`config.mk`:
```
export PLATFORM = sky130hd
export DESIGN_NAME = seg_cmd_decoder
export DESIGN_NICKNAME = d
export VERILOG_FILES = /design/src/rtl/seg_cmd_decoder_pkg.sv /design/src/rtl/seg_hex_decoder.sv /design/src/rtl/seg_cmd_decoder.sv
export SDC_FILE = /design/constraint.sdc
export NUM_CORES = 1
export LEC_CHECK = 0
export ABC_AREA = 1
export BUFFER_PORTS_ARGS = -buffer_cell sky130_fd_sc_hd__buf_2
export CAP_MARGIN = 20
export CORE_ASPECT_RATIO = 0.7
export CORE_MARGIN = 2
export CORE_UTILIZATION = 40
export DETAILED_ROUTE_END_ITERATION = 6
export HOLD_SLACK_MARGIN = 0.05
export SYNTH_ARGS = -nofsm -noshare
export SYNTH_HDL_FRONTEND = slang
export SYNTH_SLANG_ARGS = --single-unit
```
`constraint.sdc`:
```
create_clock -name clk -period 2.8 [get_ports clk]
set_input_delay 0.84 -clock clk [delete_from_list [all_inputs] [get_ports clk]]
set_output_delay 0.84 -clock clk [all_outputs]
set_load 0.02 [all_outputs]
```
`src/rtl/seg_cmd_decoder_pkg.sv`:
```
// Shared constants and types for the 7-segment SPI command decoder.
// SEG_BLINK_EN (optional build macro) enables the blink prescaler and BLINK opcode.
package seg_cmd_decoder_pkg;

    // Opcodes
    localparam logic [7:0] OP_HEX    = 8'h10;
    localparam logic [7:0] OP_RAW    = 8'h20;
    localparam logic [7:0] OP_BLINK  = 8'h30;
    localparam logic [7:0] OP_CLEAR  = 8'h40;
    localparam logic [7:0] OP_CLRERR = 8'h50;

    // Segment bit order in seg_out: {dp,g,f,e,d,c,b,a}
    localparam int unsigned SEG_A     = 0;
    localparam int unsigned SEG_B     = 1;
    localparam int unsigned SEG_C     = 2;
    localparam int unsigned SEG_D     = 3;
    localparam int unsigned SEG_E     = 4;
    localparam int unsigned SEG_F     = 5;
    localparam int unsigned SEG_G     = 6;
    localparam int unsigned SEG_DP    = 7;
    localparam int unsigned SEG_NUM_W = 7;
    localparam int unsigned PAT_W     = 8;

    localparam int unsigned RATE_W = 2;
    localparam int unsigned CNT_W  = 4;

    // Command FSM state
    typedef enum logic [0:0] {
        ST_IDLE = 1'b0,
        ST_ARG  = 1'b1
    } state_t;

    // Status byte returned on the next SPI transfer
    typedef struct packed {
        logic              in_arg;
        logic              err;
        logic [RATE_W-1:0] rate;
        logic [CNT_W-1:0]  count;
    } status_t;

endpackage : seg_cmd_decoder_pkg

```
`src/rtl/seg_hex_decoder.sv`:
```
// Combinational 4-bit to 7-segment hex digit decoder, output bits {g..a}.
module seg_hex_decoder
    import seg_cmd_decoder_pkg::*;
(
    input  logic [3:0]           hex,
    output logic [SEG_NUM_W-1:0] seg_c
);

    // Digit lookup (0-9, A, b, C, d, E, F)
    always_comb begin
        seg_c = '0;
        case (hex)
            4'h0: seg_c = 7'h3F;
            4'h1: seg_c = 7'h06;
            4'h2: seg_c = 7'h5B;
            4'h3: seg_c = 7'h4F;
            4'h4: seg_c = 7'h66;
            4'h5: seg_c = 7'h6D;
            4'h6: seg_c = 7'h7D;
            4'h7: seg_c = 7'h07;
            4'h8: seg_c = 7'h7F;
            4'h9: seg_c = 7'h6F;
            4'hA: seg_c = 7'h77;
            4'hB: seg_c = 7'h7C;
            4'hC: seg_c = 7'h39;
            4'hD: seg_c = 7'h5E;
            4'hE: seg_c = 7'h79;
            4'hF: seg_c = 7'h71;
            default: seg_c = '0;
        endcase
    end

endmodule : seg_hex_decoder

```
`src/rtl/seg_cmd_decoder.sv`:
```
// SPI byte command decoder driving a single 7-segment digit with optional blink.
// Build macro SEG_BLINK_EN adds the blink prescaler and the BLINK opcode;
// without it 0x30 is an unknown opcode and the display never blinks.
module seg_cmd_decoder
    import seg_cmd_decoder_pkg::*;
#(
    parameter int unsigned BLINK_DIV_W = 24,
    parameter int unsigned TMO_W       = 16
) (
    input  logic       clk,
    input  logic       rst_n,
    input  logic       rx_valid,
    input  logic [7:0] rx_data,
    output logic [7:0] seg_out,
    output logic [7:0] tx_byte,
    output logic       cmd_err
);

    // Blink taps reach down to bit BLINK_DIV_W-3; timeout compare needs two bits
    if (BLINK_DIV_W < 3 || TMO_W < 2) begin : g_param_err
        $error("seg_cmd_decoder: need BLINK_DIV_W >= 3 and TMO_W >= 2");
    end

    // Last idle count before expiry: the idle cycle seeing this value times out
    localparam logic [TMO_W-1:0] TMO_LAST = {{(TMO_W-1){1'b1}}, 1'b0};

    state_t              state_q, state_nx;
    logic [7:0]          op_q, op_nx;
    logic [PAT_W-1:0]    pattern_q, pattern_nx;
    logic [RATE_W-1:0]   rate_q, rate_nx;
    logic [TMO_W-1:0]    tmo_q, tmo_nx;
    logic [CNT_W-1:0]    cnt_q, cnt_nx;
    logic                err_nx;
    logic                err_set;
    logic                err_clr;
    logic                exec;
    logic                blink_off_c;
    logic [SEG_NUM_W-1:0] hex_seg_c;
    status_t             status_nx;
`ifdef SEG_BLINK_EN
    logic [BLINK_DIV_W-1:0] presc_q;
    logic                   presc_clr;
`endif

    seg_hex_decoder u_hex (
        .hex   (rx_data[3:0]),
        .seg_c (hex_seg_c)
    );

    // Next-state: opcode decode in IDLE, argument execute / timeout in ARG
    always_comb begin
        state_nx   = state_q;
        op_nx      = op_q;
        pattern_nx = pattern_q;
        rate_nx    = rate_q;
        tmo_nx     = tmo_q;
        cnt_nx     = cnt_q;
        err_set    = 1'b0;
        err_clr    = 1'b0;
        exec       = 1'b0;
`ifdef SEG_BLINK_EN
        presc_clr  = 1'b0;
`endif
        case (state_q)
            ST_IDLE: begin
                if (rx_valid) begin
                    case (rx_data)
                        OP_HEX, OP_RAW: begin
                            op_nx    = rx_data;
                            state_nx = ST_ARG;
                            tmo_nx   = '0;
                        end
`ifdef SEG_BLINK_EN
                        OP_BLINK: begin
                            op_nx    = rx_data;
                            state_nx = ST_ARG;
                            tmo_nx   = '0;
                        end
`endif
                        OP_CLEAR: begin
                            pattern_nx = '0;
                            rate_nx    = '0;
                            exec       = 1'b1;
                        end
                        OP_CLRERR: begin
                            err_clr = 1'b1;
                            exec    = 1'b1;
                        end
                        default: err_set = 1'b1;
                    endcase
                end
            end
            ST_ARG: begin
                if (rx_valid) begin
                    // A byte arriving on the expiry cycle still completes the command
                    case (op_q)
                        OP_HEX: begin
                            pattern_nx[SEG_DP]      = rx_data[7];
                            pattern_nx[SEG_G:SEG_A] = hex_seg_c;
                        end
                        OP_RAW: pattern_nx = rx_data;
`ifdef SEG_BLINK_EN
                        OP_BLINK: begin
                            rate_nx   = rx_data[RATE_W-1:0];
                            presc_clr = 1'b1;
                        end
`endif
                        default: ;
                    endcase
                    exec     = 1'b1;
                    op_nx    = '0;
                    state_nx = ST_IDLE;
                end else if (tmo_q == TMO_LAST) begin
                    err_set  = 1'b1;
                    op_nx    = '0;
                    state_nx = ST_IDLE;
                end else begin
                    tmo_nx = tmo_q + TMO_W'(1);
                end
            end
            default: state_nx = ST_IDLE;
        endcase

        if (exec) begin
            cnt_nx = cnt_q + CNT_W'(1);
        end

        // Set beats clear when both are requested
        if (err_set) begin
            err_nx = 1'b1;
        end else if (err_clr) begin
            err_nx = 1'b0;
        end else begin
            err_nx = cmd_err;
        end
    end

    // Status byte tracks the state being loaded this cycle
    always_comb begin
        status_nx.in_arg = (state_nx == ST_ARG);
        status_nx.err    = err_nx;
        status_nx.rate   = rate_nx;
        status_nx.count  = cnt_nx;
    end

`ifdef SEG_BLINK_EN
    // Free-running blink prescaler, restarted by a BLINK command
    always_ff @(posedge clk) begin
        if (!rst_n) begin
            presc_q <= '0;
        end else if (presc_clr) begin
            presc_q <= '0;
        end else begin
            presc_q <= presc_q + BLINK_DIV_W'(1);
        end
    end

    // Blink phase tap: faster rates use lower prescaler bits
    always_comb begin
        blink_off_c = 1'b0;
        case (rate_q)
            2'd1:    blink_off_c = presc_q[BLINK_DIV_W-1];
            2'd2:    blink_off_c = presc_q[BLINK_DIV_W-2];
            2'd3:    blink_off_c = presc_q[BLINK_DIV_W-3];
            default: blink_off_c = 1'b0;
        endcase
    end
`else
    assign blink_off_c = 1'b0;
`endif

    // State and output registers
    always_ff @(posedge clk) begin
        if (!rst_n) begin
            state_q   <= ST_IDLE;
            op_q      <= '0;
            pattern_q <= '0;
            rate_q    <= '0;
            tmo_q     <= '0;
            cnt_q     <= '0;
            cmd_err   <= 1'b0;
            seg_out   <= '0;
            tx_byte   <= '0;
        end else begin
            state_q   <= state_nx;
            op_q      <= op_nx;
            pattern_q <= pattern_nx;
            rate_q    <= rate_nx;
            tmo_q     <= tmo_nx;
            cnt_q     <= cnt_nx;
            cmd_err   <= err_nx;
            seg_out   <= blink_off_c ? '0 : pattern_q;
            tx_byte   <= status_nx;
        end
    end

endmodule : seg_cmd_decoder

```
Word level (Yosys, flattened, before mapping)
Memories as Yosys holds them, arrays and structs flattened.
Cells that the tools add are included.
{"block": "word_totals", "elab_cells": 72, "ff_bits": 56, "inputBits": 11, "mem_count": 1, "rom_bits": 112}
{"block": "classes", "n_reduce_logical": 6, "bitwise_logic": 1, "eq_ne": 15, "add_sub_neg": 2, "muxes": 38}
{"memory": "(name not given)", "depth": 16, "word_bits": 7, "read_ports": 1, "rd_clocked_by_memory_dff": 0, "wr": 0, "line_no": "seg_hex_decoder.sv:12", "rtl": "case (hex)"}
{"cell": "two-way mux 16 bit", "count": 4}
{"cell": "two-way mux 8 bit", "count": 7}
{"cell": "case mux 8 bit (2 select lines)", "count": 3}
{"cell": "case mux 16 bit (2 select lines)", "count": 1}
{"cell": "adder 16 x 1 -> 16 bit, second input constant", "count": 1}
{"cell": "== test 16 bit, second input constant", "count": 1}
{"cell": "== test 8 x 5 -> 1 bit, second input constant", "count": 2}
{"cell": "== test 8 x 6 -> 1 bit, second input constant", "count": 2}
{"cell": "== test 8 x 7 -> 1 bit, second input constant", "count": 2}
{"cell": "two-way mux 1 bit", "count": 16}
{"cell": "inequality test 2 bit, second input constant", "count": 4}
{"cell": "AND reduction 4 bit", "count": 2}
{"cell": "two-way mux 2 bit", "count": 3}
{"cell": "case mux 1 bit (2 select lines)", "count": 3}
{"cell": "adder 4 x 1 -> 4 bit, second input constant", "count": 1}
{"cell": "two-way mux 4 bit", "count": 1}
{"cell": "inequality test 2 x 1 -> 1 bit, second input constant", "count": 2}
{"cell": "OR reduction 2 bit", "count": 2}
{"cell": "OR reduction 4 bit", "count": 1}
{"cell": "inequality test 3 x 1 -> 1 bit, second input constant", "count": 1}
{"cell": "inequality test 3 x 2 -> 1 bit, second input constant", "count": 1}
{"cell": "AND reduction 3 bit", "count": 1}
{"cell": "NOT 1 bit", "count": 1}

Longest topological paths before layout
{"block": "logic_depth", "depth_word": 6, "ltp_mapped": 11, "ltp_nobuf": 11}

Hierarchy
From an unflattened synthesis, not the netlist that was laid out.
{"block": "hier_totals", "cells_unflattened": 421, "hier_area_um2": 2740.1}
{"module": "seg_cmd_decoder", "cells_each": 367, "area_per_inst_um2": 2454.9, "n_inst": 1}
{"module": "seg_hex_decoder", "cells_each": 54, "area_per_inst_um2": 285.3, "n_inst": 1}

Worst setup path before layout
OpenSTA, ideal clock, no wires.
{"block": "synth_path", "kind": "input to register", "from": "input rx_data[0]", "to": "register pattern_q[6]", "path_stages": 9, "required_time_ps": 2674, "arrival_time_ps": 1885, "slack_ps": 789, "path_cell_list": "inv_1 > ha_1 > nand2_1 > nor2_2 > nand2_1 > o21ai_0 > nand3_1 > nand2_1 > o21ai_0"}
{"block": "synth_via", "elab_chain_cells": 4}
{"element": "start, declared", "line_no": "seg_cmd_decoder.sv:13", "rtl": "input logic [7:0] rx_data,"}
{"element": "memory (16 x 7 bit)"}
{"element": "case mux 8 bit (2 select lines)", "line_no": "seg_cmd_decoder.sv:96", "rtl": "case (op_q)"}
{"element": "two-way mux 8 bit", "line_no": "seg_cmd_decoder.sv:94", "rtl": "if (rx_valid) begin"}
{"element": "case mux 8 bit (2 select lines)", "line_no": "seg_cmd_decoder.sv:64", "rtl": "case (state_q)"}
{"element": "end signal, assigned", "line_no": "seg_cmd_decoder.sv:187", "rtl": "pattern_q <= pattern_nx;"}
{"element": "end, declared", "line_no": "seg_cmd_decoder.sv:29", "rtl": "logic [PAT_W-1:0] pattern_q, pattern_nx;"}
Several ways; a longest one is shown, not always the timed one. The select of a mux whose other input is x is not followed.
A chain may end at the register's enable or synchronous reset.

Final worst setup path
{"block": "layout_path", "from": "register tmo_q[0]", "to": "register tmo_q[12]"}
{"block": "layout_via", "elab_chain_cells": 4}
{"element": "start, declared", "line_no": "seg_cmd_decoder.sv:31", "rtl": "logic [TMO_W-1:0] tmo_q, tmo_nx;"}
{"element": "start signal, assigned", "line_no": "seg_cmd_decoder.sv:189", "rtl": "tmo_q <= tmo_nx;"}
{"element": "adder 16 x 1 -> 16 bit", "line_no": "seg_cmd_decoder.sv:118", "rtl": "tmo_nx = tmo_q + TMO_W'(1);"}
{"element": "two-way mux 16 bit", "line_no": "seg_cmd_decoder.sv:113", "rtl": "end else if (tmo_q == TMO_LAST) begin"}
{"element": "two-way mux 16 bit", "line_no": "seg_cmd_decoder.sv:94"}
{"element": "case mux 16 bit (2 select lines)", "line_no": "seg_cmd_decoder.sv:64"}
Several ways; a longest one is shown, not always the timed one. The select of a mux whose other input is x is not followed.

==> impl_metrics.json <==
{
  "die_area_um2": 6980,
  "routed_via_density": 4.93,
  "gp_congestion": 0.885,
  "drc": 0,
  "rows": 24,
  "outcome": "completed",
  "finalWirelength_um": 5950,
  "wire_per_inst_um": 12.0,
  "fin_util_pct": 45.4,
  "wl_met1_um": 3180,
  "yosysSeqAreaShare_pct": 36.4,
  "post_cts_buffers": 0,
  "met3_length_um": 313,
  "cts.path.max_buffers": 2,
  "ys_types": 27,
  "finClkSkew_ns": 0.0102,
  "ir_drop_uv": 300,
  "cp_max_fo": 21,
  "synth.cell_area_um2": 2530,
  "ys_seq_elements": 46,
  "multi_input_area_um2": 1350,
  "critPathMaxStageDelay_ns": 0.45,
  "synth_area_leaders": "dfxtp_1 (36%), nand2_1 (18%), nand3_1 (7.5%)",
  "fmax_mhz": 469,
  "hold_class": "flop to flop",
  "dr.first_iter.drc_count": 162,
  "final_antenna_net_count": 0,
  "total_leakage_power_nw": 1.25,
  "ys_warn_count": 0,
  "postCtsHoldBufs": 0,
  "crit_arrival_ns": 2.35,
  "critPathLaunchType": "flop",
  "fillers": 659,
  "clkSlewWorstSetupHoldPaths_ns": 0.09,
  "seqCellArea_um2": 921,
  "crit_chain": "inv_1 -> ha_1 -> nand2_1 -> nor2_1 -> nand2_1 -> o21ai_2 -> nand2_2 -> a21oi_1 -> nor2_1",
  "synthCells": 396,
  "pre_cts_slack_ns": 0.381,
  "die_w_um": 99.0,
  "fin_nets": 435,
  "hold_viol": 0,
  "htreeDepth": 2,
  "drive_gt1_share_pct": 10.8,
  "core_um2": 6160,
  "overflow": 0,
  "dp_hpwl_um": 4310,
  "setup_viol": 0,
  "syn_area_per_cell_um2": 6.39,
  "critical_path.top_delay_family": "compound AO/OA/AOI/OAI gates",
  "cts_resized": 0,
  "grt_max_degree": 27,
  "path_class": "flop to flop",
  "rsz0062_at_grt": "false",
  "clock_latency_ns": 0.31,
  "drv_cap": 0,
  "root_buffer": "clkbuf_8",
  "dieHeight_um": 70.5,
  "diodes": 0,
  "power.total_w": 0.00125,
  "grt_use_total_pct": 17.9,
  "worst-path-buf-inv": 1,
  "drt_pass1_iterations": 4,
  "route.met2.wl_um": 2400,
  "worst_setup_path_end_kind": "flop",
  "cts_sinks": 46,
  "routed.top_layer": "met4",
  "area_growth_pct": 10.6,
  "numCtsBuffers": 5,
  "hold_slack_ns": 0.426,
  "initial_core_util_pct": 41.1,
  "grt_pass1_wl_um": 10100,
  "p_per_area_nw_per_um2": 448,
  "grt_pass1_vias": 2114,
  "slowest_stage": "o21ai_2",
  "r2r_slack_ns": 0.67,
  "yosys.area.top_type": "dfxtp_1",
  "cts_tree": "yes",
  "fin_ws_ns": 0.668,
  "antenna_found_initial": 0,
  "port_buffers": 25,
  "setup_tns_ns": 0,
  "slew_headroom_pct": 62.5,
  "synth_top_area_share_pct": 36.4,
  "vias": 2435,
  "period_share_pct": 76.1,
  "tightest_slew_ns": 0.563,
  "maxSlewViolCount": 0,
  "cp.required_ns": 3.01,
  "boundaryPins": 28,
  "period_minus_slack_ns": 2.13
}
-- worst min-delay path, cell delays in order (launching register included) --
cell and delay [ns]:
dfxtp_1 0.31, nand2_1 0.04, inv_1 0.04
-- sequential cells by signal, summed over array words and instances (netlist names) --
register,flops
op_q,8
pattern_q,8
seg_out,8
tmo_q,16
tx_byte,6
-- cell families after synthesis --
kind of cell,count (synthesis),synth area share (%)
fa+ha+maj,9,4.45
flops,46,36.4
simple gates,224,36.9
xor+xnor,2,0.693
other cells,1,0.148
buf+inv,61,10.4
compound gates,53,11.0
-- per-layer routing --
layer / vias up / global-route usage, %
met5: - / 0
met3: 7 / 3.60
li1: 1289 / -
met4: 0 / 4.57
met2: 49 / 25.1
met1: 1090 / 27.7
-- where the power goes --
| group | leakage, nW | internal [W] | switching [W] |
|---|---|---|---|
| combinational | 0.823 | 0.0000270 | 0.0000592 |
| sequential | 0.371 | 0.000655 | 0.00000149 |
| clock | 0.0585 | 0.000268 | 0.000244 |
| total | 1.25 | 0.000950 | 0.000304 |
-- path summary, 6_finish.rpt --
kind | cells past startpoint | startpoint | to
max | 9 | tmo_q[0] | tmo_q[12]
min | 2 | pattern_q[2] | seg_out[2]
max reg2reg | 9 | tmo_q[0] | tmo_q[12]
min reg2reg | 2 | pattern_q[2] | seg_out[2]
-- through the flow --
step                      cell area, um2  instances
final                               2800        494
after global routing                2800        494
after CTS                           2800        494
after detailed placement            2680        486
after global placement              2680        486
after floorplan                     2530        397
-- cell usage after synthesis --
master	n
or2_2	1
inv_1	41
nand4_1	7
buf_4	5
conb_1	1
nor3_1	5
a21oi_1	26
clkbuf_1	6
o22ai_1	1
o21ai_0	21
buf_2	5
nor2_4	1
ha_1	9
nand3_1	38
nand2_2	2
xor2_1	2
clkbuf_2	1
o21ai_2	1
nor2_2	1
or2_1	1
dfxtp_1	46
o211ai_1	3
buf_6	1
a31oi_1	1
inv_2	2
nor2_1	45
nand2_1	123
-- cells in the final DEF (no fill, tap or decap), drive strengths merged, types with 3 or more instances in the layout --
cell type	count
o21ai	22
nand3	38
a21oi	26
dfxtp	46
inv	44
ha	9
nand2	125
clkbuf	5
nand4	7
nor2	47
buf	29
nor3	5
o211ai	3
-- area by class of cell --
| type | count | share of cell area (%) |
|---|---|---|
| flip-flops and latches | 46 | 32.9 |
| well taps | 78 | 3.49 |
| multi-input cells | 290 | 48.2 |
| repair buffers | 29 | 5.55 |
| inverters | 43 | 5.77 |
| clock inverters | 3 | 1.57 |
| clock buffers | 5 | 2.46 |
(Power assumes the default switching activity.)
